### src/rtl/lcd_sched_pkg.sv
// Shared types and constants for the LCD redraw scheduler.
//  state_t    : frame scheduler FSM states
//  lcd_bus_t  : one snapshot of the 8080-style LCD bus {data, wr#, rd#, rs}
//  cmd_bus()  : builds the bus word used while a command is on the pins
package lcd_sched_pkg;

    localparam int                    LCD_DATA_W     = 16;
    localparam logic [LCD_DATA_W-1:0] MEM_WR_CMD_DEF = 16'h002C;

    typedef enum logic [2:0] {
        ST_IDLE      = 3'd0,
        ST_CMD_SETUP = 3'd1,
        ST_CMD_WR    = 3'd2,
        ST_CMD_HOLD  = 3'd3,
        ST_DMA_START = 3'd4,
        ST_DMA_RUN   = 3'd5,
        ST_FPS_WAIT  = 3'd6
    } state_t;

    typedef struct packed {
        logic [LCD_DATA_W-1:0] data;
        logic                  wr;
        logic                  rd;
        logic                  rs;
    } lcd_bus_t;

    // Command phase: RS low selects the command register, RD# stays idle.
    function automatic lcd_bus_t cmd_bus(input logic [LCD_DATA_W-1:0] cmd,
                                         input logic                  wr_n);
        lcd_bus_t b;
        b.data = cmd;
        b.wr   = wr_n;
        b.rd   = 1'b1;
        b.rs   = 1'b0;
        return b;
    endfunction

endpackage

### src/rtl/lcd_redraw_sched_if.sv
// Bus bundle between the redraw scheduler, the framebuffer DMA engine and
// the LCD pins.
//  master : scheduler side (drives DMA start/address and the LCD pins)
//  slave  : environment side (DMA engine + pins)
interface lcd_redraw_sched_if #(
    parameter int DATA_W = 16,
    parameter int ADDR_W = 32
);
    logic              dma_start_o;
    logic [ADDR_W-1:0] dma_addr_o;
    logic              dma_done_i;
    logic [DATA_W-1:0] dma_data_i;
    logic              dma_wr_i;
    logic [DATA_W-1:0] lcd_data_o;
    logic              lcd_wr_o;
    logic              lcd_rd_o;
    logic              lcd_rs_o;

    modport master (
        output dma_start_o, dma_addr_o, lcd_data_o, lcd_wr_o, lcd_rd_o, lcd_rs_o,
        input  dma_done_i, dma_data_i, dma_wr_i
    );

    modport slave (
        input  dma_start_o, dma_addr_o, lcd_data_o, lcd_wr_o, lcd_rd_o, lcd_rs_o,
        output dma_done_i, dma_data_i, dma_wr_i
    );
endinterface

### src/rtl/lcd_tick_timer.sv
// Inter-frame gap timer: a prescaler that wraps every TICK_DIV clocks and a
// 16-bit down-counter decremented once per prescaler wrap.
//  clk_i, rst_i  : clock, synchronous active-high reset
//  load_i        : load counter with load_val_i and restart the prescaler at 0
//  load_val_i    : gap length in ticks
//  tick_en_i     : advance prescaler/counter while high
//  zero_o        : counter has reached 0
module lcd_tick_timer #(
    parameter int TICK_DIV = 50000
) (
    input  logic        clk_i,
    input  logic        rst_i,
    input  logic        load_i,
    input  logic [15:0] load_val_i,
    input  logic        tick_en_i,
    output logic        zero_o
);
    localparam int               PRE_W   = $clog2(TICK_DIV);
    localparam logic [PRE_W-1:0] PRE_MAX = PRE_W'(TICK_DIV - 1);

    logic [PRE_W-1:0] pre_q, pre_d;
    logic [15:0]      cnt_q, cnt_d;

    // Next-state for prescaler and down-counter; the counter saturates at 0.
    always_comb begin
        pre_d = pre_q;
        cnt_d = cnt_q;
        if (load_i) begin
            pre_d = '0;
            cnt_d = load_val_i;
        end else if (tick_en_i) begin
            if (pre_q == PRE_MAX) begin
                pre_d = '0;
                if (cnt_q != 16'd0) begin
                    cnt_d = cnt_q - 16'd1;
                end else begin
                    cnt_d = cnt_q;
                end
            end else begin
                pre_d = pre_q + PRE_W'(1);
            end
        end else begin
            pre_d = pre_q;
            cnt_d = cnt_q;
        end
    end

    // Timer state registers.
    always_ff @(posedge clk_i) begin
        if (rst_i) begin
            pre_q <= '0;
            cnt_q <= 16'd0;
        end else begin
            pre_q <= pre_d;
            cnt_q <= cnt_d;
        end
    end

    assign zero_o = (cnt_q == 16'd0);

endmodule

### src/rtl/lcd_redraw_sched.sv
// Frame scheduler and LCD-bus owner. Each frame: put the memory-write command
// on the 8080 bus, kick the framebuffer DMA engine, wait for its done pulse,
// then either stop, pace the next frame with the tick timer, or start again.
// Outside a frame the LCD pins follow the CPU direct-drive inputs.
//  clk_i, rst_i          : clock, synchronous active-high reset
//  redraw_stb_i/_en_i    : single-frame request / continuous redraw level
//  fps_delay_i           : inter-frame gap in ticks (0 = back-to-back)
//  dma_addr_i            : framebuffer base, latched at frame start
//  cpu_data/wr/rd/rs_i   : CPU direct-drive of the LCD bus
//  bus                   : DMA handshake + registered LCD pins
//  dma_busy_o            : high whenever the scheduler is not idle
module lcd_redraw_sched
    import lcd_sched_pkg::*;
#(
    parameter int                    DATA_W     = 16,
    parameter int                    ADDR_W     = 32,
    parameter int                    TICK_DIV   = 50000,
    parameter logic [LCD_DATA_W-1:0] MEM_WR_CMD = MEM_WR_CMD_DEF,
    parameter int                    WR_PULSE   = 2
) (
    input  logic              clk_i,
    input  logic              rst_i,
    input  logic              redraw_stb_i,
    input  logic              redraw_en_i,
    input  logic [15:0]       fps_delay_i,
    input  logic [ADDR_W-1:0] dma_addr_i,
    input  logic [DATA_W-1:0] cpu_data_i,
    input  logic              cpu_wr_i,
    input  logic              cpu_rd_i,
    input  logic              cpu_rs_i,
    lcd_redraw_sched_if.master bus,
    output logic              dma_busy_o
);
    localparam int                  WR_CNT_W = (WR_PULSE > 1) ? $clog2(WR_PULSE) : 1;
    localparam logic [WR_CNT_W-1:0] WR_LAST  = WR_CNT_W'(WR_PULSE - 1);
    localparam lcd_bus_t            BUS_RST  = '{data: '0, wr: 1'b1, rd: 1'b1, rs: 1'b1};

    state_t              state_q, state_d;
    logic                pending_q, pending_d;
    logic [WR_CNT_W-1:0] wr_cnt_q, wr_cnt_d;
    logic [ADDR_W-1:0]   addr_q, addr_d;
    lcd_bus_t            bus_q, bus_d;
    logic                start_q, busy_q;
    logic                tmr_load_s, tmr_en_s, tmr_zero_s;

    assign tmr_en_s = (state_q == ST_FPS_WAIT);

    lcd_tick_timer #(.TICK_DIV(TICK_DIV)) u_timer (
        .clk_i      (clk_i),
        .rst_i      (rst_i),
        .load_i     (tmr_load_s),
        .load_val_i (fps_delay_i),
        .tick_en_i  (tmr_en_s),
        .zero_o     (tmr_zero_s)
    );

    // Next state, pending strobe flag, command pulse counter and address latch.
    always_comb begin
        state_d    = state_q;
        wr_cnt_d   = wr_cnt_q;
        addr_d     = addr_q;
        tmr_load_s = 1'b0;
        // Strobes that arrive mid-frame collapse into one queued frame.
        if (redraw_stb_i && (state_q != ST_IDLE)) begin
            pending_d = 1'b1;
        end else begin
            pending_d = pending_q;
        end
        case (state_q)
            ST_IDLE: begin
                if (redraw_stb_i || redraw_en_i || pending_q) state_d = ST_CMD_SETUP;
                else                                          state_d = ST_IDLE;
            end
            ST_CMD_SETUP: begin
                state_d  = ST_CMD_WR;
                wr_cnt_d = '0;
            end
            ST_CMD_WR: begin
                if (wr_cnt_q == WR_LAST) begin
                    state_d = ST_CMD_HOLD;
                end else begin
                    wr_cnt_d = wr_cnt_q + WR_CNT_W'(1);
                end
            end
            ST_CMD_HOLD:  state_d = ST_DMA_START;
            ST_DMA_START: state_d = ST_DMA_RUN;
            ST_DMA_RUN: begin
                if (bus.dma_done_i) begin
                    if (pending_q) begin
                        state_d = ST_CMD_SETUP;
                    end else if (redraw_en_i && (fps_delay_i != 16'd0)) begin
                        state_d    = ST_FPS_WAIT;
                        tmr_load_s = 1'b1;
                    end else if (redraw_en_i) begin
                        state_d = ST_CMD_SETUP;
                    end else begin
                        state_d = ST_IDLE;
                    end
                end else begin
                    state_d = ST_DMA_RUN;
                end
            end
            ST_FPS_WAIT: begin
                if (!redraw_en_i) state_d = pending_q ? ST_CMD_SETUP : ST_IDLE;
                else if (tmr_zero_s) state_d = ST_CMD_SETUP;
                else state_d = ST_FPS_WAIT;
            end
            default: state_d = ST_IDLE;
        endcase
        // Every frame start consumes the pending request (including a strobe
        // in this same cycle) and captures the framebuffer base for the frame.
        if ((state_d == ST_CMD_SETUP) && (state_q != ST_CMD_SETUP)) begin
            pending_d = 1'b0;
            addr_d    = dma_addr_i;
        end else begin
            addr_d = addr_d;
        end
    end

    // Bus mux keyed on the next state so the pins change together with the state.
    always_comb begin
        case (state_d)
            ST_IDLE, ST_FPS_WAIT:
                bus_d = '{data: cpu_data_i, wr: cpu_wr_i, rd: cpu_rd_i, rs: cpu_rs_i};
            ST_CMD_SETUP, ST_CMD_HOLD, ST_DMA_START:
                bus_d = cmd_bus(MEM_WR_CMD, 1'b1);
            ST_CMD_WR:
                bus_d = cmd_bus(MEM_WR_CMD, 1'b0);
            ST_DMA_RUN:
                bus_d = '{data: bus.dma_data_i, wr: bus.dma_wr_i, rd: 1'b1, rs: 1'b1};
            default:
                bus_d = BUS_RST;
        endcase
    end

    // FSM and all registered outputs.
    always_ff @(posedge clk_i) begin
        if (rst_i) begin
            state_q   <= ST_IDLE;
            pending_q <= 1'b0;
            wr_cnt_q  <= '0;
            addr_q    <= '0;
            bus_q     <= BUS_RST;
            start_q   <= 1'b0;
            busy_q    <= 1'b0;
        end else begin
            state_q   <= state_d;
            pending_q <= pending_d;
            wr_cnt_q  <= wr_cnt_d;
            addr_q    <= addr_d;
            bus_q     <= bus_d;
            start_q   <= (state_d == ST_DMA_START);
            busy_q    <= (state_d != ST_IDLE);
        end
    end

    assign bus.dma_start_o = start_q;
    assign bus.dma_addr_o  = addr_q;
    assign bus.lcd_data_o  = bus_q.data;
    assign bus.lcd_wr_o    = bus_q.wr;
    assign bus.lcd_rd_o    = bus_q.rd;
    assign bus.lcd_rs_o    = bus_q.rs;
    assign dma_busy_o      = busy_q;

endmodule
### src/flat_wrapper.sv
// flat-port wrapper written by rule: the top's interface ports become plain ports
module lcd_redraw_sched_flat import lcd_sched_pkg::*;
#(
    parameter int                    DATA_W     = 16,
    parameter int                    ADDR_W     = 32,
    parameter int                    TICK_DIV   = 50000,
    parameter logic [LCD_DATA_W-1:0] MEM_WR_CMD = MEM_WR_CMD_DEF,
    parameter int                    WR_PULSE   = 2
)
  (clk_i, rst_i, redraw_stb_i, redraw_en_i, fps_delay_i, dma_addr_i, cpu_data_i, cpu_wr_i, cpu_rd_i, cpu_rs_i, dma_busy_o, bus_dma_start_o, bus_dma_addr_o, bus_lcd_data_o, bus_lcd_wr_o, bus_lcd_rd_o, bus_lcd_rs_o, bus_dma_done_i, bus_dma_data_i, bus_dma_wr_i);
  lcd_redraw_sched_if #(.DATA_W(DATA_W), .ADDR_W(ADDR_W)) bus_i ();
  input  logic clk_i;
  input  logic rst_i;
  input  logic redraw_stb_i;
  input  logic redraw_en_i;
  input  logic [15:0] fps_delay_i;
  input  logic [ADDR_W-1:0] dma_addr_i;
  input  logic [DATA_W-1:0] cpu_data_i;
  input  logic cpu_wr_i;
  input  logic cpu_rd_i;
  input  logic cpu_rs_i;
  output logic dma_busy_o;
  output wire logic [$bits(bus_i.dma_start_o)-1:0] bus_dma_start_o;
  output wire logic [$bits(bus_i.dma_addr_o)-1:0] bus_dma_addr_o;
  output wire logic [$bits(bus_i.lcd_data_o)-1:0] bus_lcd_data_o;
  output wire logic [$bits(bus_i.lcd_wr_o)-1:0] bus_lcd_wr_o;
  output wire logic [$bits(bus_i.lcd_rd_o)-1:0] bus_lcd_rd_o;
  output wire logic [$bits(bus_i.lcd_rs_o)-1:0] bus_lcd_rs_o;
  input wire logic [$bits(bus_i.dma_done_i)-1:0] bus_dma_done_i;
  input wire logic [$bits(bus_i.dma_data_i)-1:0] bus_dma_data_i;
  input wire logic [$bits(bus_i.dma_wr_i)-1:0] bus_dma_wr_i;
  assign bus_dma_start_o = bus_i.dma_start_o;
  assign bus_dma_addr_o = bus_i.dma_addr_o;
  assign bus_lcd_data_o = bus_i.lcd_data_o;
  assign bus_lcd_wr_o = bus_i.lcd_wr_o;
  assign bus_lcd_rd_o = bus_i.lcd_rd_o;
  assign bus_lcd_rs_o = bus_i.lcd_rs_o;
  assign bus_i.dma_done_i = bus_dma_done_i;
  assign bus_i.dma_data_i = bus_dma_data_i;
  assign bus_i.dma_wr_i = bus_dma_wr_i;
  lcd_redraw_sched #(.DATA_W(DATA_W), .ADDR_W(ADDR_W), .TICK_DIV(TICK_DIV), .MEM_WR_CMD(MEM_WR_CMD), .WR_PULSE(WR_PULSE)) u_core (.clk_i(clk_i), .rst_i(rst_i), .redraw_stb_i(redraw_stb_i), .redraw_en_i(redraw_en_i), .fps_delay_i(fps_delay_i), .dma_addr_i(dma_addr_i), .cpu_data_i(cpu_data_i), .cpu_wr_i(cpu_wr_i), .cpu_rd_i(cpu_rd_i), .cpu_rs_i(cpu_rs_i), .bus(bus_i), .dma_busy_o(dma_busy_o));
endmodule
### config.mk
export PLATFORM = sky130hd
export DESIGN_NAME = lcd_redraw_sched_flat
export DESIGN_NICKNAME = d
export VERILOG_FILES = /design/src/rtl/lcd_sched_pkg.sv /design/src/rtl/lcd_redraw_sched_if.sv /design/src/rtl/lcd_tick_timer.sv /design/src/rtl/lcd_redraw_sched.sv /design/src/flat_wrapper.sv
export SDC_FILE = /design/constraint.sdc
export NUM_CORES = 1
export LEC_CHECK = 0
export ABC_AREA = 1
export BUFFER_PORTS_ARGS = -buffer_cell sky130_fd_sc_hd__buf_4
export CAP_MARGIN = 20
export CORE_MARGIN = 2
export CORE_UTILIZATION = 35
export CTS_CLUSTER_SIZE = 28
export DETAILED_ROUTE_END_ITERATION = 8
export GPL_TIMING_DRIVEN = 0
export PLACE_DENSITY = 0.6
export REMOVE_ABC_BUFFERS = 1
export SLEW_MARGIN = 20
export SYNTH_ARGS = -nofsm -noshare
export SYNTH_HDL_FRONTEND = slang
export SYNTH_HIERARCHICAL = 1
export SYNTH_SLANG_ARGS = --single-unit
### constraint.sdc
create_clock -name clk_i -period 2.7 [get_ports clk_i]
set_clock_uncertainty 0.15 [all_clocks]
set_input_delay 0.27 -clock clk_i [delete_from_list [all_inputs] [get_ports clk_i]]
set_output_delay 0.27 -clock clk_i [all_outputs]
set_load 0.01 [all_outputs]
==> results.ini <==
[run_status]
status = finished with violations
violations = hold timing

[clock_network]
clkTransAtPathRegs_ns = 0.07
clockBufferDepth = 2
cts_buffers = 9
h-tree-depth = 3
insertion_delay_ns = 0.35
cts-root-buf = clkbuf_16
cts_tree = yes
clock_sinks = 90

[sta]
hold_ws_ns = -0.003897
finalHoldViolCount = 2
max_freq_mhz = 396.8
tightest_slew_ns = 1.037
finalCriticalPeriod_ns = 2.520
setup_viol = 0
maxSlewHeadroom_pct = 30.81
finalSetupTns_ns = 0
finalCritPeriodShare_pct = 93.35
drv_slew = 0

[detailed_routing]
postRouteAntennaNets = 0
route.detailed.drc = 0
wl_um = 12680
drtPass1Iterations = 4
wl_per_cell_um = 13.36
drt_iter0_markers = 233
vias = 4588
via_per_inst = 4.835

[floorplanning]
fp.dieW_um = 114.9
start_util_pct = 35.82
io_pins = 142
rows = 40
core_um2 = 12010
die-area_um2 = 13200
die_y_um = 114.9

[final_layout]
n_fill_cell = 1142
insertedDiodeCount = 0
final_cells = 949
layout-drive-gt1-share_pct = 26.68
area_growth_pct = 44.75
finalNetCount = 889
final_cell_mix = buf_4, nor2_1, nand2_1, dfxtp_1, nand3_1
final_common_cell = buf_4

[global_route]
grt_pass1_wl_um = 19710
grt_pass1_vias = 4406
grt_max_degree = 39
antenna_found_initial = 0
groute.usage.overall_pct = 18.32
grt-ovfl-total = 0

[yosys]
netlist_instances = 623
synthesis.area_um2 = 4303
ys_types = 31
ys_warn_count = 6
ys_ff_latch = 90
synth_seq_area_share_pct = 41.87
syn_avg_cell_area_um2 = 6.907

[critical_path]
reg2reg_from = u_core/u_timer/cnt_q[0]
crit_path_max_fanout = 8
critPathArrivalTime_ns = 2.65
endpoint_kind = flip-flop
r2r_cells = 15
cp.required_ns = 2.83
r2r_slack_ns = 0.18
cp-start-kind = flip-flop
r2r-end = u_core/bus.dma_addr_o[21]
worstSetupPathType = reg -> reg

[hold_path]
min_path_cells = 3
hold_start = dma_addr_i[19]
min_path_type = in -> reg
hold_path_end = u_core/bus.dma_addr_o[19]

[flow_run]
maxCapViolations = 0

[power_and_ir_drop]
finalPower_mw = 4.177
power_density_nw_per_um2 = 670.6
ir_worst_vdd_mv = 0.4279
p_leak_nw = 2.819

[place]
place_inst = 890
hpwl_um = 8170
portBuffers = 141
globalplace.congestion = 0.8174

state kept, by name (all words and copies together) (netlist names), 3 cells and up:
name                   flops
u_core/u_timer/pre_q      16
u_core/u_timer/cnt_q      16
u_core/state_q             3
u_core/bus.dma_addr_o     32
u_core/bus.lcd_data_o     16
synth_stat cells:
library cell	n	area share, %
nor3_1	15	1.7
inv_1	50	4.4
a21oi_1	36	4.2
o21ai_0	47	5.5
dfxtp_1	90	42
a21oi_4	1	0.38
a31oi_1	4	0.58
a211oi_1	1	0.17
nand3_1	57	6.6
ha_1	2	0.58
buf_6	7	1.8
xor2_1	6	1.2
nor2_4	3	0.79
nand2_2	5	0.73
nor3_2	1	0.23
nand2_4	3	0.79
buf_2	4	0.47
nand2_1	113	9.9
nor2_1	138	12
nand4_1	2	0.29
or2_2	3	0.44
nor2_2	5	0.73
inv_2	6	0.52
nand3_4	1	0.41
buf_4	1	0.17
a21oi_2	5	1.0
clkbuf_1	9	0.79
o21ai_1	3	0.35
nand3_2	3	0.70
nor2_8	1	0.47
xnor2_1	1	0.20
where the power goes:
group	internal (mW)	switching, mW	total [mW]
clock network	0.812	0.549	1.36
logic	0.558	0.654	1.21
registers	1.52	0.0870	1.60
stage by stage:
| stage | utilization, % | instance area, um2 | hold slack [ns] | worst slack (ns) |
|---|---|---|---|---|
| 6_report | 51.85 | 6228 | -0.003897 | 0.1797 |
| 5_1_grt | 51.85 | 6228 | 0.01835 | -0.005253 |
| 4_1_cts | 50.34 | 6047 | 0.001806 | 0.01270 |
| 3_5_place_dp | 45.00 | 5405 | 0.2974 | -0.6476 |
| 3_3_place_gp | 45.00 | 5405 | 0.2928 | -0.6064 |
| 2_1_floorplan | - | 4163 | 0.1824 | 0.05656 |
per-layer routing:
metal	GRT usage (%)	share of wire (%)
met3	4.744	6.6
met1	22.33	45
met5	0	0
met2	31.49	48
met4	6.104	1.3
worst max path at each step:
stage / start / endpoint / slack (ns) / cells after the start
floorplan: u_core/u_timer/cnt_q[0] / u_core/bus.dma_addr_o[0] / 0.06 / 15
global placement: u_core/u_timer/cnt_q[0] / u_core/bus.dma_addr_o[26] / -0.61 / 15
detailed placement: u_core/u_timer/cnt_q[0] / u_core/bus.dma_addr_o[10] / -0.65 / 15
CTS: u_core/u_timer/cnt_q[0] / u_core/bus.dma_addr_o[18] / 0.01 / 14
global route: u_core/u_timer/cnt_q[0] / u_core/bus.dma_addr_o[19] / -0.005 / 15
finish: u_core/u_timer/cnt_q[0] / u_core/bus.dma_addr_o[21] / 0.18 / 15
timing repair:
item | CTS | global route
endpoints found under the setup margin | 33 | 58
pin swaps | 0 | 7
endpoints found under the hold margin | 30 | 0
resized for setup | 2 | 15
cloned | 1 | 5
hold buffers | 30 | 0
buffers inserted | 1 | 7
worst max-delay path, cell delays in order, from the launching register on:
cell and delay (ns):
dfxtp_1 0.34, inv_1 0.07, ha_2 0.20, nand2_2 0.11, nor2_8 0.18, nand3_4 0.13, inv_2 0.09, nor2_4 0.05
a21oi_2 0.12, nand2_1 0.10, inv_2 0.11, nand2_4 0.10, a21oi_4 0.28, clkbuf_16 0.22, o21ai_0 0.08, nor2_1 0.14
area by class of cell:
class,instances,area [um2],area share [%]
clock buffer,9,225.2,3.616
clock inverter,6,90.09,1.446
inverter,56,222.7,3.576
multi-input combinational,460,2236,35.90
sequential,90,1802,28.93
tap,147,183.9,2.953
timing repair buffer,180,1464,23.50
timing repair inverter,1,5.005,0.08035
cell families after synthesis:
group | synth area share, %
AOI/OAI and AO/OA | 12.15
xor gates and xnor gates | 1.425
adders and majority gates | 0.5815
buffers and inverters | 8.142
DFF | 41.87
and+or+nand+nor | 35.82
Power figures use the tool's default switching activity.
